### src/rtl/rf_pkt_pkg.sv
// Shared types and defaults for the RF packet capture path.
package rf_pkt_pkg;

  typedef enum logic {
    HUNT = 1'b0,
    HOLD = 1'b1
  } cap_state_t;

  localparam int          PKT_W_DEF      = 64;
  localparam logic [63:0] SYNC_MASK_DEF  = 64'h7C00_001F_0000_0000;
  localparam logic [63:0] SYNC_PAT_DEF   = 64'h7C00_001F_0000_0000;
  localparam int          PCNT_W         = 2;
  localparam int          RF_SYNC_STAGES = 2;

  // Bit counter must be able to hold the value pkt_w itself.
  function automatic int bcnt_width(input int pkt_w);
    return $clog2(pkt_w + 1);
  endfunction

endpackage

### src/rtl/rf_pulse_sync.sv
// Optional flop-chain synchronizer followed by a registered rising-edge detector.
// rise_o is a one-cycle pulse, one edge after the synchronized input goes high.
module rf_pulse_sync #(
  parameter int STAGES = 2
) (
  input  logic clk_i,
  input  logic srst_i,
  input  logic d_i,
  output logic rise_o
);

  logic sync_val;
  logic prev_q;
  logic rise_q;

  generate
    if (STAGES == 0) begin : g_direct
      // Caller guarantees d_i already lives in the clk_i domain.
      assign sync_val = d_i;
    end else begin : g_sync
      logic [STAGES-1:0] sync_q;
      always_ff @(posedge clk_i) begin
        if (srst_i) begin
          sync_q <= '0;
        end else begin
          sync_q <= (sync_q << 1) | STAGES'(d_i);
        end
      end
      assign sync_val = sync_q[STAGES-1];
    end
  endgenerate

  always_ff @(posedge clk_i) begin
    if (srst_i) begin
      prev_q <= 1'b0;
      rise_q <= 1'b0;
    end else begin
      prev_q <= sync_val;
      rise_q <= sync_val & ~prev_q;
    end
  end

  assign rise_o = rise_q;

endmodule

### src/rtl/rf_pkt_capture.sv
// RF pulse-position packet capture: counts pulses per bit window, shifts bits in,
// and latches a packet once PKT_W bits carry the sync pattern.
module rf_pkt_capture
  import rf_pkt_pkg::*;
#(
  parameter int               PKT_W     = PKT_W_DEF,
  parameter logic [PKT_W-1:0] SYNC_MASK = SYNC_MASK_DEF,
  parameter logic [PKT_W-1:0] SYNC_PAT  = SYNC_PAT_DEF
) (
  input  logic             i_PCLK,
  input  logic             i_RST,
  input  logic             i_RX,
  input  logic             rfin,
  input  logic             sh_en,
  input  logic             i_PKT_ACK,
  output logic [PKT_W-1:0] o_PKT,
  output logic             pkt_rec,
  output logic             o_OVR,
  output logic             o_ERR
);

  localparam int                BCNT_W    = bcnt_width(PKT_W);
  localparam logic [BCNT_W-1:0] BCNT_FULL = BCNT_W'(PKT_W);

  cap_state_t        state_q, state_d;
  logic [PKT_W-1:0]  sr_q, sr_d;
  logic [PKT_W-1:0]  pkt_q, pkt_d;
  logic [PCNT_W-1:0] pcnt_q, pcnt_d;
  logic [BCNT_W-1:0] bcnt_q, bcnt_d;
  logic              ovr_q, ovr_d;
  logic              err_q, err_d;
  logic              shifted_q, shifted_d;
  logic              rx_q;
  logic              pulse_ev;
  logic              win_close;
  logic              match;

  rf_pulse_sync #(.STAGES(RF_SYNC_STAGES)) u_rf_sync (
    .clk_i  (i_PCLK),
    .srst_i (i_RST),
    .d_i    (rfin),
    .rise_o (pulse_ev)
  );

  // sh_en is already synchronous, so only its edge detector is used.
  rf_pulse_sync #(.STAGES(0)) u_sh_sync (
    .clk_i  (i_PCLK),
    .srst_i (i_RST),
    .d_i    (sh_en),
    .rise_o (win_close)
  );

  // Only look for sync on the cycle right after a shift, so a held sr cannot re-match.
  assign match = shifted_q && (bcnt_q == BCNT_FULL) && ((sr_q & SYNC_MASK) == SYNC_PAT);

  always_ff @(posedge i_PCLK) begin
    if (i_RST) begin
      state_q   <= HUNT;
      sr_q      <= '0;
      pkt_q     <= '0;
      pcnt_q    <= '0;
      bcnt_q    <= '0;
      ovr_q     <= 1'b0;
      err_q     <= 1'b0;
      shifted_q <= 1'b0;
      rx_q      <= 1'b0;
    end else begin
      state_q   <= state_d;
      sr_q      <= sr_d;
      pkt_q     <= pkt_d;
      pcnt_q    <= pcnt_d;
      bcnt_q    <= bcnt_d;
      ovr_q     <= ovr_d;
      err_q     <= err_d;
      shifted_q <= shifted_d;
      rx_q      <= i_RX;
    end
  end

  always_comb begin
    state_d   = state_q;
    sr_d      = sr_q;
    pkt_d     = pkt_q;
    pcnt_d    = pcnt_q;
    bcnt_d    = bcnt_q;
    ovr_d     = ovr_q;
    err_d     = err_q;
    shifted_d = 1'b0;

    if (!i_RX) begin
      state_d = HUNT;
      sr_d    = '0;
      pcnt_d  = '0;
      bcnt_d  = '0;
    end else begin
      if (!rx_q) begin
        ovr_d = 1'b0;
        err_d = 1'b0;
      end

      if (win_close) begin
        sr_d      = {sr_q[PKT_W-2:0], (pcnt_q != '0)};
        shifted_d = 1'b1;
        if (pcnt_q >= PCNT_W'(2)) begin
          err_d = 1'b1;
        end
        if (bcnt_q != BCNT_FULL) begin
          bcnt_d = bcnt_q + BCNT_W'(1);
        end
        // A pulse landing on the closing edge belongs to the next window.
        pcnt_d = PCNT_W'(pulse_ev);
      end else if (pulse_ev && (pcnt_q != '1)) begin
        pcnt_d = pcnt_q + PCNT_W'(1);
      end

      if (state_q == HUNT) begin
        if (match) begin
          state_d = HOLD;
          pkt_d   = sr_q;
        end
      end else begin
        if (match) begin
          ovr_d = 1'b1;
        end
        if (i_PKT_ACK) begin
          state_d   = HUNT;
          sr_d      = '0;
          bcnt_d    = '0;
          shifted_d = 1'b0;
        end
      end
    end
  end

  assign o_PKT   = pkt_q;
  assign pkt_rec = (state_q == HOLD);
  assign o_OVR   = ovr_q;
  assign o_ERR   = err_q;

endmodule

### config.mk
export PLATFORM = sky130hd
export DESIGN_NAME = rf_pkt_capture
export DESIGN_NICKNAME = d
export VERILOG_FILES = /design/src/rtl/rf_pkt_pkg.sv /design/src/rtl/rf_pulse_sync.sv /design/src/rtl/rf_pkt_capture.sv
export SDC_FILE = /design/constraint.sdc
export NUM_CORES = 1
export LEC_CHECK = 0
export BUFFER_PORTS_ARGS = -buffer_cell sky130_fd_sc_hd__buf_2
export CORE_UTILIZATION = 40
export CTS_BUF_LIST = sky130_fd_sc_hd__clkbuf_16
export DETAILED_ROUTE_END_ITERATION = 12
export PLACE_DENSITY_LB_ADDON = 0.05
export SLEW_MARGIN = 20
export SYNTH_ARGS = -nofsm -noshare
export SYNTH_HDL_FRONTEND = slang
export SYNTH_SLANG_ARGS = --single-unit
### constraint.sdc
create_clock -name i_PCLK -period 4.2 [get_ports i_PCLK]
set_clock_uncertainty 0.15 [all_clocks]
set_input_delay 0.42 -clock i_PCLK [delete_from_list [all_inputs] [get_ports i_PCLK]]
set_output_delay 0.42 -clock i_PCLK [all_outputs]
set_load 0.01 [all_outputs]
## Yosys cells after proc, flatten, opt, wreduce, memory -nomap -nowiden

Index checks and enable logic that the tools add are counted.

| storage, ports and cells | value |
|---|---|
| flip-flop bits (word level) | 148 |
| input bits | 6 |
| output and inout port bits | 67 |
| logic and storage cells | 58 |

| cells by class | value |
|---|---|
| add/sub/neg operators | 2 |
| order comparisons | 1 |
| equality and inequality tests | 4 |
| mux-type cells | 21 |
| bitwise gates (word level) | 7 |
| reductions and logical operators | 8 |

Operator list:

| operator | number |
|---|---|
| two-way mux 64 bit | 3 |
| two-way mux 7 bit | 4 |
| two-way mux 1 bit | 14 |
| equality test 10 bit, second input constant | 1 |
| adder 7 x 1 -> 7 bit, second input constant | 1 |
| equality test 7 bit, second input constant | 1 |
| inequality test 7 bit, second input constant | 1 |
| inverter 1 bit | 4 |
| nonzero test 2 bit | 2 |
| logical AND 1 bit | 3 |
| AND reduction 3 bit | 1 |
| OR reduction 3 bit | 1 |
| adder 2 x 1 -> 2 bit, second input constant | 1 |
| AND 1 bit | 2 |
| >= comparator 2 bit, second input constant | 1 |
| inequality test 2 bit, second input constant | 1 |
| bitwise OR 2 x 1 -> 2 bit | 1 |
| OR reduction 2 bit | 1 |

## Depth between registers and ports, before layout

| depth | value |
|---|---|
| depth after elaboration | 5 |
| gate-level depth with buffers | 8 |
| mapped depth without buffers | 6 |

## Hierarchy

A second synthesis with hierarchy kept.

| unflattened totals | value |
|---|---|
| cells, all modules | 584 |
| area total of the unflattened synthesis | 5,537.8 um2 |

By module, submodules not included:

| module | instances | cells each | area each (um2) | seq. area each (um2) |
|---|---|---|---|---|
| rf_pkt_capture | 1 | 572 | 5,367.6 | 2,842.7 |
| rf_pulse_sync at u_rf_sync | 1 | 8 | 111.4 | 80.1 |
| rf_pulse_sync at u_sh_sync | 1 | 4 | 58.8 | 40.0 |

## Worst setup path before layout

Ideal clock, no wire load.

| path | value |
|---|---|
| kind | flip-flop to flip-flop |
| start point | reg bcnt_q[0] |
| end point | reg pkt_q[10], in the netlist o_PKT[10] |
| library setup time | 0.132 ns |
| arrival | 1.791 ns |
| required time | 3.918 ns |
| slack | 2.126 ns |
| stages on the path, launching flop included | 9 |
| path buffers | 2 |
| period minus slack after synthesis | 2.074 ns |
| cell sequence | dfxtp_1 inv_1 ha_1 or4b_4 or3_1 buf_6 buf_6 o21ai_1 a21oi_1 |

| between the ends | value |
|---|---|
| longest elaborated chain between the ends | 4 |

RTL lines:

| element | RTL line | RTL |
|---|---|---|
| start: declaration | rf_pkt_capture.sv:29 | `logic [BCNT_W-1:0] bcnt_q, bcnt_d;` |
| start signal: assignment | rf_pkt_capture.sv:72 | `bcnt_q <= bcnt_d;` |
| equality test 7 bit | rf_pkt_capture.sv:54 | `assign match = shifted_q && (bcnt_q == BCNT_FULL) && ((sr_q & SYNC_MASK) == SYNC_PAT);` |
| logical AND 1 bit (2 in a row) | rf_pkt_capture.sv:54 |  |
| AND reduction 3 bit (no source line) | -- |  |
| end signal: assignment | rf_pkt_capture.sv:70 | `pkt_q <= pkt_d;` |
| end: declaration | rf_pkt_capture.sv:27 | `logic [PKT_W-1:0] pkt_q, pkt_d;` |

No other way between the ends.
A chain may end at the register's enable or synchronous reset.

## Worst setup path in the final report

| path | value |
|---|---|
| start point | reg bcnt_q[0] |
| end point | reg pkt_q[40], in the netlist o_PKT[40] |

Same word-level chain as after synthesis.

==> results.cfg <==
[power]
sum_of_internal_switching_and_leakage_power_mw = 2.90
seqPwrFrac = 0.490
power.share.switching = 0.211
p_sw_mw = 0.611
power-per-cell-area_nw_per_um2 = 447
internal-power_mw = 2.29
vdd_ir_drop_max_uv = 239
clockPowerShare = 0.487
power.share.combinational = 0.022
total_leakage_power_nw = 2.39

[route]
vias_per_cell = 5.13
num_vias = 4193
drc_errors = 0
drt-wirelength-per-cell_um = 14.4
wirelength_mm = 11.8
drt_first_pass_iters = 4
final_antenna_net_count = 0
detail_route.iter0.violations = 232

[logic_synthesis]
synthesized_flop_and_latch_total = 148
synth.top_cells.by_area = sky130_fd_sc_hd__dfxtp_1, sky130_fd_sc_hd__mux2i_1, sky130_fd_sc_hd__nand4_1
syn-cell-area_um2 = 5530
yosysWarnings = 0
synth_commonest_cells = sky130_fd_sc_hd__dfxtp_1, sky130_fd_sc_hd__nor2_1, sky130_fd_sc_hd__a21oi_1
synth-async-reset-ratio = 0
post_synth.cell_area_avg_um2 = 9.45
ys_seq_area_frac = 0.536
synth_largest_type_area_fraction = 0.536
netlist-cell-type-count = 31
post-synth-top-area-cell = sky130_fd_sc_hd__dfxtp_1
synth_most_common_cell = sky130_fd_sc_hd__dfxtp_1
synthesis.nets = 596
synth-edff-count = 0
synth_cells = 585
postSynth.topFlopCell = sky130_fd_sc_hd__dfxtp_1

[floorplan]
fp.dieArea_um2 = 14300
floorplan.initialDensity = 0.414
coreArea_um2 = 13300
chipWidth_um = 120
number_of_top_level_pins = 73
die_h_um = 120
core.rowCount = 42

[clock_tree]
post_cts.repair.setup_buffers = 0
postCtsResizedCells = 0
cts_root_buf = sky130_fd_sc_hd__clkbuf_16
hold_buffers = 0
clkLatencyLatePin_ns = 0.42
tritoncts = yes
cts-htree-levels = 4
tritoncts.num_buffers = 17
cts_num_sinks = 148
worst_setup_hold_path_clk_slew_ns = 0.05
cts-root-to-sink-buffers = 2

[sta]
fin_ws_ns = 1.54
fin_setup_tns_ns = 0
max_slew.worst_pin.slew_ns = 1.03
rsz0062_at_grt = no
worst_slew_margin_rel = 0.314
max_freq_mhz = 377
period_needed_ns = 2.66
finalSetupViolCount = 0
slew_viol_final = 0
final_hold_viol_count = 0
fin_worst_hold_slack_ns = 0.0714
layout_worst_path_cycle_share = 0.632

[global_route]
grtUsageTotal = 0.175
grt_pass1_vias = 3980
grt_pass1_wl_mm = 19.9
grt.overflow.total = 0
grt_start_max_net_pins = 71
antenna_violations_before_repair = 0

[finish]
post_route_cells_drive_above_1_share = 0.184
layout.nets = 640
layout_utilization = 0.486
layoutNonFillerInstCount = 818
post-route-cell-area_um2 = 6490
antenna-diode-count = 0
area_growth_syn_to_layout_pct = 17.3

[place]
dp_hpwl_mm = 7.02
routability_driven_placement_congestion_ratio = 0.721
worst_setup_slack_post_dpl_ns = 1.55
numPlacedInstances = 786
port-buffer-count = 72
dpl_cell_area_um2 = 5940

[min_path]
min_delay_path_class = input port to register
hold_depth = 2

[worst_setup_path]
r2r_cells = 6
cp-start-kind = register
criticalPathCategory = register to register
crit_path_end_kind = register
cp_arrival_ns = 2.77
crit_required_ns = 4.32
critical_path_peak_fanout = 54

[outcome]
outcome = complete, no violations

[job]
cap_viol_max_count = 0
[cell usage in the layout (no fill, tap or decap), types with 5 or more instances in the layout]
cell / synthesis / final
sky130_fd_sc_hd__a21oi_1: 70 / 70
sky130_fd_sc_hd__buf_2: 3 / 72
sky130_fd_sc_hd__buf_4: 4 / 6
sky130_fd_sc_hd__clkbuf_16: 0 / 17
sky130_fd_sc_hd__clkinv_2: 0 / 9
sky130_fd_sc_hd__dfxtp_1: 148 / 147
sky130_fd_sc_hd__ha_1: 5 / 5
sky130_fd_sc_hd__inv_1: 16 / 18
sky130_fd_sc_hd__mux2i_1: 64 / 64
sky130_fd_sc_hd__nand2_1: 5 / 5
sky130_fd_sc_hd__nand4_1: 59 / 59
sky130_fd_sc_hd__nor2_1: 75 / 74
sky130_fd_sc_hd__nor2b_1: 8 / 7
sky130_fd_sc_hd__o21ai_1: 54 / 54
[cells by family (layout without fill, tap and decap cells)]
kind of cell | after synthesis | in the layout | share of synthesized area
flops | 148 | 148 | 0.536
mux | 64 | 64 | 0.116
simple gates | 163 | 163 | 0.151
xor+xnor | 5 | 5 | 0.00792
fa+ha+maj | 5 | 5 | 0.0113
buf+inv | 70 | 127 | 0.0590
compound gates | 130 | 130 | 0.119
[critical path, stage by stage (launching register included)]
cell                      delay (ns)
sky130_fd_sc_hd__dfxtp_1        0.32
sky130_fd_sc_hd__inv_1          0.09
sky130_fd_sc_hd__ha_1           0.14
sky130_fd_sc_hd__or4b_4         0.49
sky130_fd_sc_hd__or3_2          0.92
sky130_fd_sc_hd__o21ai_1        0.29
sky130_fd_sc_hd__a21oi_1        0.08
[registers in the layout (all words and copies together), names as in the netlist, 2 cells and up]
register and cells:
u_rf_sync.g_sync.sync_q 2, o_PKT 64, bcnt_q 7, pcnt_q 2, sr_q 64
[cell type report]
cell class	instances	area (µm²)
clock buffers	17	425
clock inverters	15	124
flip-flops and latches	148	2970
multi-input cells	367	2260
repair buffers	79	425
inverters	16	60.1
fillers	1292	6860
well taps	176	220
[per-layer routing]
layer  share of wire  global-route usage  up-vias  wire length, µm
met5               0                   0        -                0
met4           0.011              0.0844        0              131
met3           0.040              0.0394       10              468
met2            0.46               0.280       66             5490
met1            0.48               0.222     1965             5730
li1                -                   -     2152                -
[power by group through the flow]
stage	combinational [mW]	clock, mW	sequential, mW
floorplan	0.0599	0	1.44
global placement	0.0641	0	1.45
detailed placement	0.0647	0	1.45
CTS	0.0652	1.45	1.42
global route	0.0699	1.52	1.42
finish	0.0642	1.41	1.42
[final timing paths]
path	endpoint	start	slack [ns]
max	o_PKT[40]	bcnt_q[0]	1.54
min	u_rf_sync.g_sync.sync_q[0]	rfin	0.07
min reg2reg	u_sh_sync.rise_o	u_sh_sync.prev_q	0.23
max reg2reg	o_PKT[40]	bcnt_q[0]	1.54
Note: power is estimated with default switching activity, not from simulation.
